$ cat src/rtl/serial_subtractor_pkg.sv
// serial_subtractor_pkg: state encodings and widths shared by the bit-serial subtractor.
// Contents:
//   STATE_W  width of the FSM state register
//   state_t  S_IDLE=0, S_RUN=1, S_DONE=2
package serial_subtractor_pkg;

    localparam int STATE_W = 2;

    typedef enum logic [STATE_W-1:0] {
        S_IDLE = 2'd0,
        S_RUN  = 2'd1,
        S_DONE = 2'd2
    } state_t;

endpackage

$ cat src/rtl/serial_subtractor_full_subtractor.sv
// full_subtractor: 1-bit combinational full-subtractor cell (a - b - bin).
// Ports:
//   inp_a, inp_b, inp_bin  minuend bit, subtrahend bit, borrow-in
//   out_diff               difference bit
//   out_bout               borrow-out
module full_subtractor (
    input  logic inp_a,
    input  logic inp_b,
    input  logic inp_bin,
    output logic out_diff,
    output logic out_bout
);

    assign out_diff = inp_a ^ inp_b ^ inp_bin;
    assign out_bout = (~inp_a & inp_b) | (~(inp_a ^ inp_b) & inp_bin);

endmodule

$ cat src/rtl/serial_subtractor.sv
// serial_subtractor: bit-serial WIDTH-bit subtractor A - B - Bin, one bit per clock, LSB first.
// Optional feature macro: SERIAL_SUB_OVF_EN adds out_overflow (signed overflow of the result).
// Ports:
//   inp_clk, inp_rst_n   clock (rising edge), asynchronous active-low reset
//   inp_start            request, accepted when out_busy=0
//   inp_a, inp_b, inp_bin operands and borrow-in, sampled on the accept edge
//   out_busy, out_done   subtraction in progress / one-cycle result-valid pulse
//   out_diff             A-B-Bin mod 2^WIDTH, held until the next result
//   out_borrow, out_zero final borrow-out, out_diff == 0
//   out_overflow         signed overflow (only with SERIAL_SUB_OVF_EN)
module serial_subtractor
    import serial_subtractor_pkg::*;
#(
    parameter int WIDTH = 32
) (
    input  logic             inp_clk,
    input  logic             inp_rst_n,
    input  logic             inp_start,
    input  logic [WIDTH-1:0] inp_a,
    input  logic [WIDTH-1:0] inp_b,
    input  logic             inp_bin,
    output logic             out_busy,
    output logic             out_done,
    output logic [WIDTH-1:0] out_diff,
    output logic             out_borrow,
    output logic             out_zero
`ifdef SERIAL_SUB_OVF_EN
    ,
    output logic             out_overflow
`endif
);

    localparam int CW = $clog2(WIDTH);

    state_t           state, next_state;
    logic [CW-1:0]    cnt;
    logic [WIDTH-1:0] sa, sb, work, word;
    logic             br, d, bo, last, accept;

    full_subtractor u_cell (
        .inp_a   (sa[0]),
        .inp_b   (sb[0]),
        .inp_bin (br),
        .out_diff(d),
        .out_bout(bo)
    );

    assign last     = (cnt == CW'(WIDTH - 1));
    assign accept   = inp_start && (state != S_RUN);
    assign word     = {d, work[WIDTH-1:1]};
    assign out_busy = (state == S_RUN);
    assign out_done = (state == S_DONE);

    always_ff @(posedge inp_clk or negedge inp_rst_n) begin
        if (!inp_rst_n) state <= S_IDLE;
        else            state <= next_state;
    end

    always_comb begin
        next_state = state;
        case (state)
            S_IDLE:  next_state = inp_start ? S_RUN : S_IDLE;
            S_RUN:   next_state = last ? S_DONE : S_RUN;
            S_DONE:  next_state = inp_start ? S_RUN : S_IDLE;
            default: next_state = S_IDLE;
        endcase
    end

    always_ff @(posedge inp_clk or negedge inp_rst_n) begin
        if (!inp_rst_n) begin
            sa         <= '0;
            sb         <= '0;
            work       <= '0;
            br         <= 1'b0;
            cnt        <= '0;
            out_diff   <= '0;
            out_borrow <= 1'b0;
            out_zero   <= 1'b0;
`ifdef SERIAL_SUB_OVF_EN
            out_overflow <= 1'b0;
`endif
        end else if (accept) begin
            sa  <= inp_a;
            sb  <= inp_b;
            br  <= inp_bin;
            cnt <= '0;
        end else if (state == S_RUN) begin
            sa   <= sa >> 1;
            sb   <= sb >> 1;
            work <= word;
            br   <= bo;
            cnt  <= cnt + CW'(1);
            if (last) begin
                out_diff   <= word;
                out_borrow <= bo;
                out_zero   <= (word == '0);
`ifdef SERIAL_SUB_OVF_EN
                // On the last bit sa[0]/sb[0] are the original operand sign bits.
                out_overflow <= (sa[0] != sb[0]) && (d != sa[0]);
`endif
            end
        end
    end

endmodule

$ cat config.mk
export PLATFORM = sky130hd
export DESIGN_NAME = serial_subtractor
export DESIGN_NICKNAME = d
export VERILOG_FILES = /design/src/rtl/serial_subtractor_pkg.sv /design/src/rtl/serial_subtractor_full_subtractor.sv /design/src/rtl/serial_subtractor.sv
export SDC_FILE = /design/constraint.sdc
export NUM_CORES = 1
export LEC_CHECK = 0
export CAP_MARGIN = 20
export CORE_UTILIZATION = 49
export CTS_CLUSTER_DIAMETER = 30
export DETAILED_ROUTE_END_ITERATION = 10
export PLACE_DENSITY = 0.75
export SETUP_SLACK_MARGIN = 0.1
export SLEW_MARGIN = 20
export SYNTH_ARGS = -nofsm -noshare
export SYNTH_HDL_FRONTEND = slang
export SYNTH_SLANG_ARGS = --single-unit
$ cat constraint.sdc
create_clock -name inp_clk -period 4.6 [get_ports inp_clk]
set_input_delay 1.15 -clock inp_clk [delete_from_list [all_inputs] [get_ports inp_clk]]
set_output_delay 1.15 -clock inp_clk [all_outputs]
set_load 0.01 [all_outputs]
==> reports/metrics.yaml, run 1 <==
run_status:
  outcome: "complete, but fails checks"
  violations: "DRC"
logic_synthesis:
  ys_seq_area_share_pct: 58.40
  syn-cell-area_sq_um: 5871
  syn_avg_cell_area_sq_um: 11.06
  synthTopCellsByArea: "dfrtp_1, mux2i_1, nand2_1"
  synthArstFlopShare_pct: 100.0
  yosysTopAreaCellShare_pct: 58.40
  syn-num-nets: 602
  synth-edff-count: 0
  yosysUniqueCellTypes: 30
  synth_area_leader_cell: "dfrtp_1"
  yosys_warnings: 0
  ys_ff_latch: 137
  synth_cells: 531
  ys.flop_type: "dfrtp_1"
route:
  drtIter0Drc: 203
  wl_met3_um: 717
  drc_errors: 8
  ant_nets: 0
  drt-pass1-iter-count: 9
  avgViaCountPerCell: 5.202
  wl_met1_mm: 4.907
  routed-wl-met2_mm: 5.052
  wl_per_cell_um: 14.00
  top_layer: "met4"
  vias: 4047
  wirelength_mm: 10.89
run:
  maxCapViolations: 0
timing:
  setup_viol: 0
  fin_crit_ns: 3.113
  worst-slew-pin-transition_ns: 0.9854
  fmax_mhz: 321.3
  max_slew_margin_pct: 34.31
  worst_hold_slack_ns: 0.4724
  fin_crit_sh_pct: 67.66
  setup-tns-final_ns: 0
  rsz0062_at_grt: "no"
  fin_ws_ns: 1.487
  clock_skew_ns: 0.006079
  slew_violations: 0
  timing.final.hold_violations: 0
clock_network:
  root_buffer: "clkbuf_16"
  cts_hold_buf: 0
  htreeDepth: 4
  post_cts_buffers: 0
  postCtsResizedCells: 0
  cts.reportedPaths.clkPinSlew_ns: 0.05
  numCtsBuffers: 17
  cts_tree: "built"
  clock_path_buffers: 2
  clk_latency_ns: 0.42
  clkSinkCount: 137
floorplan:
  start_util_pct: 50.76
  io_pins: 104
  die_h_um: 111.5
  die_w_um: 111.5
  dieArea_sq_um: 12420
  rows: 39
  coreArea_sq_um: 11560
layout:
  stdcell_count: 778
  antenna_cells: 0
  final_area_sq_um: 7461
  final_cell_mix: "nand2_1, dfrtp_1, clkdlybuf4s50_1"
  layout_commonest_cell: "nand2_1"
  utilization_pct: 64.51
  ff_latch_area_sq_um: 3428
  fin_nets: 696
  area_delta_synth_final_pct: 27.09
  drive_above_1_share_pct: 10.39
  fill_cells: 912
  multi_input_area_sq_um: 2172
critical_path:
  arrival_ns: 1.96
  worst-setup-path-type: "reg -> out"
  path_max_fanout: 40
  crit_required_ns: 3.45
  startpoint_type: "register"
  critPathCaptureType: "output port"
hold_path:
  min_path_type: "reg -> reg"
power:
  irDropWorstVdd_v: 0.0002876
  p_leak_nw: 3.601
  total_power_mw: 4.477
  p_per_area_nw_per_um2: 600.0
place:
  gp_congestion: 0.7501
  portBuffers: 103
  dpl_worst_slack_ns: 1.927
  dp_hpwl_mm: 7.047
  dp.cells: 748
  placed_area_sq_um: 6868
global_routing:
  grt_max_degree: 127
  grt_pass1_vias: 3939
  overflow: 0
  grt_antenna_before_repair: 0
  grt_pass1_wl_mm: 18.62
  grt_usage_pct: 19.16
==> final timing paths <==
| path | start | to | slack (ns) | cells after the start |
|---|---|---|---|---|
| max in group asynchronous | inp_rst_n | sa[16]$_DFFE_PN0P_ | 2.96 | 2 |
| min reg2reg | sb[22]$_DFFE_PN0P_ | sb[21]$_DFFE_PN0P_ | 0.47 | 2 |
| max reg2reg | cnt[0]$_DFFE_PN0P_ | out_diff[14]$_DFFE_PN0P_ | 2.36 | 6 |
| min in group asynchronous | inp_rst_n | out_diff[20]$_DFFE_PN0P_ | 0.77 | 1 |
| min | sb[22]$_DFFE_PN0P_ | sb[21]$_DFFE_PN0P_ | 0.47 | 2 |
| max | state[1]$_DFF_PN0_ | out_busy | 1.49 | 3 |
==> per-layer routing <==
metal | vias to the layer above | track usage, %
met5 | - | 0
met1 | 1944 | 24.32
li1 | 1972 | -
met3 | 21 | 7.131
met2 | 110 | 29.63
met4 | 0 | 8.198
==> sequential cells by signal (all words and copies together) (netlist names) <==
signal / flops
sa: 32
state: 2
cnt: 5
br: 1
work: 31
out_borrow: 1
sb: 32
out_zero: 1
out_diff: 32
==> cell families (layout without fill, tap and decap cells) <==
family / after synthesis / after routing / share of synthesized area, %
AND/OR/NAND/NOR: 182 / 182 / 12.32
adder cells (fa/ha/maj): 3 / 3 / 0.7672
AO/OA/AOI/OAI: 71 / 71 / 6.266
flip-flops: 137 / 137 / 58.40
buffers and inverters: 39 / 143 / 4.603
multiplexers: 99 / 99 / 17.65
==> power breakdown <==
group          total (mW)  switching [mW]  internal, mW
clock                1.32           0.456         0.861
sequential           1.98           0.313          1.67
combinational        1.18           0.620         0.556
total                4.48            1.39          3.09
==> Yosys cell counts (all sizes together), types with 2 or more instances <==
master  number
mux2i       66
nand4        2
clkbuf       8
and3         2
dfrtp      137
inv          5
o21ai       66
ha           2
buf         26
nand2      163
nor4         8
mux2        33
nor2         3
==> cell type report <==
class	instances	area share [%]
Clock buffer	27	6.876
Clock inverter	2	0.8050
Inverter	5	0.2851
Multi-Input combinational cell	355	29.11
Sequential cell	137	45.95
Tap cell	143	2.398
Timing Repair Buffer	109	14.57
==> worst max-delay path, stage by stage, from the launching register on <==
cell	delay, ns
dfrtp_1	0.38
nand2b_1	0.19
inv_4	0.32
clkdlybuf4s50_1	0.65
(Power assumes the default switching activity.)
==> inputs of run 2 (changes only) <==
Settings changed: CORE_UTILIZATION 49 to 47.
Clock period 4.6 ns to 2.6 ns, I/O delays scaled along.
==> run 2 against run 1 <==
Highest routed layer unchanged. Die area rose by 4.2%. Clock skew rose by 0.0020 ns. Sequential power rose by 77%. Hold slack got worse by 0.33 ns. Combinational power rose by 81%. The flow now finishes without violations. Cell area rose by 1.8%. Largest power group unchanged.
==> reports/metrics.yaml, run 2 (synthesis gave the netlist of run 1 again) <==
layout:
  stdcell_count: 807  # +3.7%
  utilization_pct: 62.72  # -1.8 points
  ff_latch_area_sq_um: 3428  # unchanged
  final_area_sq_um: 7596  # +1.8%
  multi_input_area_sq_um: 2172  # unchanged
  antenna_cells: 0  # unchanged
  final_cell_mix: "nand2_1, dfrtp_1, clkdlybuf4s50_1"
  layout_commonest_cell: "nand2_1"
  fill_cells: 992  # +8.8%
  drive_above_1_share_pct: 11.58  # +1.2 points
  area_delta_synth_final_pct: 29.39
  fin_nets: 698  # +0.29%
  reg_top3: "out_diff: 32 flops, sa: 32 flops, sb: 32 flops"
power:
  total_power_mw: 8.151  # +82%
  p_int_mw: 5.614  # +82%
  p_per_area_nw_per_um2: 1073  # +79%
  clockPowerShare_pct: 30.7  # +1.3 points
  p_leak_nw: 3.655  # +1.5%
  seq_power_share_pct: 43.0  # -1.3 points
  irDropWorstVdd_v: 0.0005926  # +110%
  pwr-share-comb_pct: 26.2  # about the same
  p_sw_share_pct: 31.13  # +0.11 points
  p_switching_mw: 2.538  # +83%
run_status:
  outcome: "complete, no violations"
timing:
  clock_skew_ns: 0.008116  # +0.002038 ns
  setup-tns-final_ns: 0  # unchanged
  slew_violations: 0  # unchanged
  timing.final.hold_violations: 0  # unchanged
  worst-slew-pin-transition_ns: 0.6059  # -0.3795 ns
  fin_crit_sh_pct: 86.68
  setup_viol: 0  # unchanged
  fin_crit_ns: 2.254
  fmax_mhz: 443.7
  rsz0062_at_grt: "no"
  max_slew_margin_pct: 59.61  # +25 points
place:
  placed_area_sq_um: 6972  # +1.5%
  dp.cells: 776  # +3.7%
  dp_hpwl_mm: 7.519  # +6.7%
  portBuffers: 103  # unchanged
  gp_congestion: 0.7370  # -1.7%
floorplan:
  coreArea_sq_um: 12110  # +4.7%
  start_util_pct: 48.47  # -2.3 points
  io_pins: 104  # unchanged
  dieArea_sq_um: 12940  # +4.2%
  die_h_um: 113.8  # +2.1%
  rows: 40  # +2.6%
  die_w_um: 113.8  # +2.1%
global_routing:
  overflow: 0  # unchanged
  grt_pass1_wl_mm: 19.51  # +4.8%
  grt_antenna_before_repair: 0  # unchanged
  grt_max_degree: 165  # +30%
  grt_pass1_vias: 4089  # +3.8%
  grt_usage_pct: 19.27  # +0.10 points
clock_network:
  postCtsResizedCells: 0  # unchanged
  cts.reportedPaths.clkPinSlew_ns: 0.06  # about the same
  cts_tree: "built"
  post_cts_buffers: 0  # unchanged
  clock_path_buffers: 2  # unchanged
  htreeDepth: 4  # unchanged
  cts_hold_buf: 0  # unchanged
  clk_latency_ns: 0.42  # about the same
  clkSinkCount: 137  # unchanged
  root_buffer: "clkbuf_16"
  numCtsBuffers: 17  # unchanged
route:
  drc_errors: 0  # -8
  drtIter0Drc: 174  # -14%
  avgViaCountPerCell: 5.029  # -3.3%
  ant_nets: 0  # unchanged
  wl_per_cell_um: 14.11  # +0.76%
  drt-pass1-iter-count: 5  # -4
  vias: 4058  # +0.27%
  wirelength_mm: 11.38  # +4.5%
critical_path:
  worst-setup-path-type: "reg -> out"
  critPathCaptureType: "output port"
  arrival_ns: 1.60  # -0.36 ns
  ff2ff_setup_slack_ns: 0.58  # -1.78 ns
  startpoint_type: "register"
  crit_required_ns: 1.95  # -1.50 ns
  path_max_fanout: 3  # -93%
hold_path:
  min_path_type: "in -> async"
run:
  maxCapViolations: 0  # unchanged
[run 2: metrics by stage]
stage,hold WS [ns],setup slack (ns)
after floorplan,0.3544,0.8363
after global placement,0.4594,0.6465
after detailed placement,0.4652,0.5714
after CTS,0.1405,0.3204
after global routing,0.1654,0.3013
final,0.1423,0.3463
[run 2: worst max-delay path, stage by stage, from the launching register on]
cell	delay, ns
dfrtp_1	0.37
nand2b_1	0.20
inv_4	0.09
clkdlybuf4s50_1	0.53
[run 2: per-layer routing]
metal	GRT usage, %	vias up	wire [um]
met5	0	-	0
met4	7.632	0	191
met3	6.642	19	786
met2	30.08	112	5284
met1	24.72	1945	5120
li1	-	1982	-
[run 2: layout make-up]
cell class | count | share of cell area, %
sequential | 137 | 45.13
multi-input combinational | 355 | 28.59
timing repair buffer | 111 | 15.01
clock buffer | 24 | 6.737
tap | 168 | 2.767
clock inverter | 7 | 1.482
inverter | 5 | 0.2800
[run 2: power by group through the flow]
stage / Sequential (mW) / Clock (mW) / Combinational [mW]
2_1_floorplan: 3.44 / 0 / 1.46
3_3_place_gp: 3.50 / 0 / 2.04
5_1_grt: 3.62 / 2.65 / 2.46
6_report: 3.51 / 2.51 / 2.14
4_1_cts: 3.52 / 2.55 / 2.17
3_5_place_dp: 3.55 / 0 / 2.16
[run 2: path summary, 6_finish.rpt]
path	from	endpoint	cells past startpoint
max	state[1]$_DFF_PN0_	out_busy	3
min	inp_rst_n	out_diff[20]$_DFFE_PN0P_	1
max reg2reg	cnt[0]$_DFFE_PN0P_	out_diff[7]$_DFFE_PN0P_	6
min reg2reg	sa[27]$_DFFE_PN0P_	sa[26]$_DFFE_PN0P_	2
max in group asynchronous	inp_rst_n	sa[28]$_DFFE_PN0P_	2
min in group inp_clk	sa[27]$_DFFE_PN0P_	sa[26]$_DFFE_PN0P_	2
==> inputs of run 3 (changes only) <==
Settings changed: GPL_ROUTABILITY_DRIVEN from default to 0.
==> results of run 3 <==
The final DEF is identical to that of run 2; final timing and power are the same.
==> RTL change (config.mk and constraints of run 3) <==
Add an input register stage for `inp_a`, without a reset; this delays it by one clock. The other inputs are not delayed to match.
--- a/src/rtl/serial_subtractor.sv
+++ b/src/rtl/serial_subtractor.sv
@@ -33,2 +33,8 @@
     localparam int CW = $clog2(WIDTH);
+
+    logic [WIDTH-1:0] inp_a_q;
+
+    always_ff @(posedge inp_clk) begin
+        inp_a_q <= inp_a;
+    end
 
@@ -82,3 +88,3 @@
         end else if (accept) begin
-            sa  <= inp_a;
+            sa  <= inp_a_q;
             sb  <= inp_b;
Function: same outputs for any inputs over 10 cycles, from zero or initial values and one cycle with inp_rst_n low; that may be too few to reach the edited logic, so the function may still have changed.
==> RTL change against run 3 <==
Design area rose by 8.1%; sequential cell count is 32 higher; critical path type unchanged; clock skew fell by 0.00064 ns; synthesized area is 11% higher; wire length up 6.8%; global-route usage decreased by 0.54 points; total power increased by 7.3%; worst setup slack worse by 0.014 ns.
==> RTL change: results (changes against run 3) <==
| Metric | Value |
|---|---|
| Post-synthesis compound-gate area fraction | 5.65% (-0.62 points) |
| Vias in the first global route | 4,341 (+6.2%) |
| Detailed-router iteration count before antenna repair | 4 (-1) |
| Global Route Usage Sum | 18.7% (-0.54 points) |
| Mux cell area share after synthesis | 15.9% (-1.7 points) |
| Combinational power share | 24.6% (-1.6 points) |
| Drt first-iter violations | 267 (+53%) |
| Hold_ws | 0.136 ns (-0.00617 ns) |
| Metal-1 WL | 5590 µm (+9.1%) |
| DR vias/cell | 5.02 (-0.17%) |
| Nets | 730 (+4.6%) |
| Top cells by count, synth | nand2_1, dfrtp_1, mux2i_1, o21ai_0 |
| FF+latch area | 0.00407 mm² (+19%) |
| Fill cell count | 1,089 (+9.8%) |
| P per Cell Area | 1070 mW/mm² (-0.72%) |
| Layout clock buffer count | 26 (+8.3%) |
| M2 GR Usage | 29.5% (-0.60 points) |
| Synth top area cells | dfrtp_1, mux2i_1, dfxtp_1, nand2_1, mux2_2 |
| Worst R2R End | out_diff[20]$_DFFE_PN0P_ |
| Ys async rst share | 81.1% (-19 points) |
| Placed Area | 0.00761 mm² (+9.2%) |
| Worst reg-to-reg setup slack | 0.60 ns (+0.02 ns) |
| Fraction of area in multi-input gates | 26.4% (-2.1 points) |
| Register share of total power | 46.4% (+3.4 points) |
| Syn_area_per_cell | 11.6 µm² (+4.6%) |
| M3 GR Usage | 6.27% (-0.37 points) |
| Worst-margin pin slew | 0.578 ns (-0.0278 ns) |
| Dpl hpwl | 8010 µm (+6.6%) |
| Mapped cell area | 0.00651 mm² (+11%) |
| Status | completed |
| WL met2 | 5720 µm (+8.3%) |
| Num sequential | 169 (+23%) |
| Sequential-to-total area share from yosys stat | 62.5% (+4.1 points) |
| Peak VDD IR | 0.568 mV (-4.1%) |
| Adder-cell share of the synthesized area | 0.692% (-0.075 points) |
| Worst Path Arrival | 1.62 ns (+0.02 ns) |
[RTL change: cell count changes after synthesis]
cell      delta
dfxtp_1     +32
clkbuf_4     -1
buf_2        -1
buf_4        +1
clkbuf_1     +1
[RTL change: how the worst max path moves through the flow]
| stage | start | endpoint | slack [ns] | cells past startpoint |
|---|---|---|---|---|
| after floorplan | cnt[0]$_DFFE_PN0P_ | out_diff[10]$_DFFE_PN0P_ | 0.84 | 7 |
| after global placement | cnt[0]$_DFFE_PN0P_ | out_diff[9]$_DFFE_PN0P_ | 0.65 | 6 |
| after detailed placement | cnt[0]$_DFFE_PN0P_ | out_diff[6]$_DFFE_PN0P_ | 0.59 | 6 |
| after CTS | state[1]$_DFF_PN0_ | out_busy | 0.30 | 3 |
| after global routing | state[1]$_DFF_PN0_ | out_busy | 0.27 | 3 |
| final | state[1]$_DFF_PN0_ | out_busy | 0.33 | 3 |
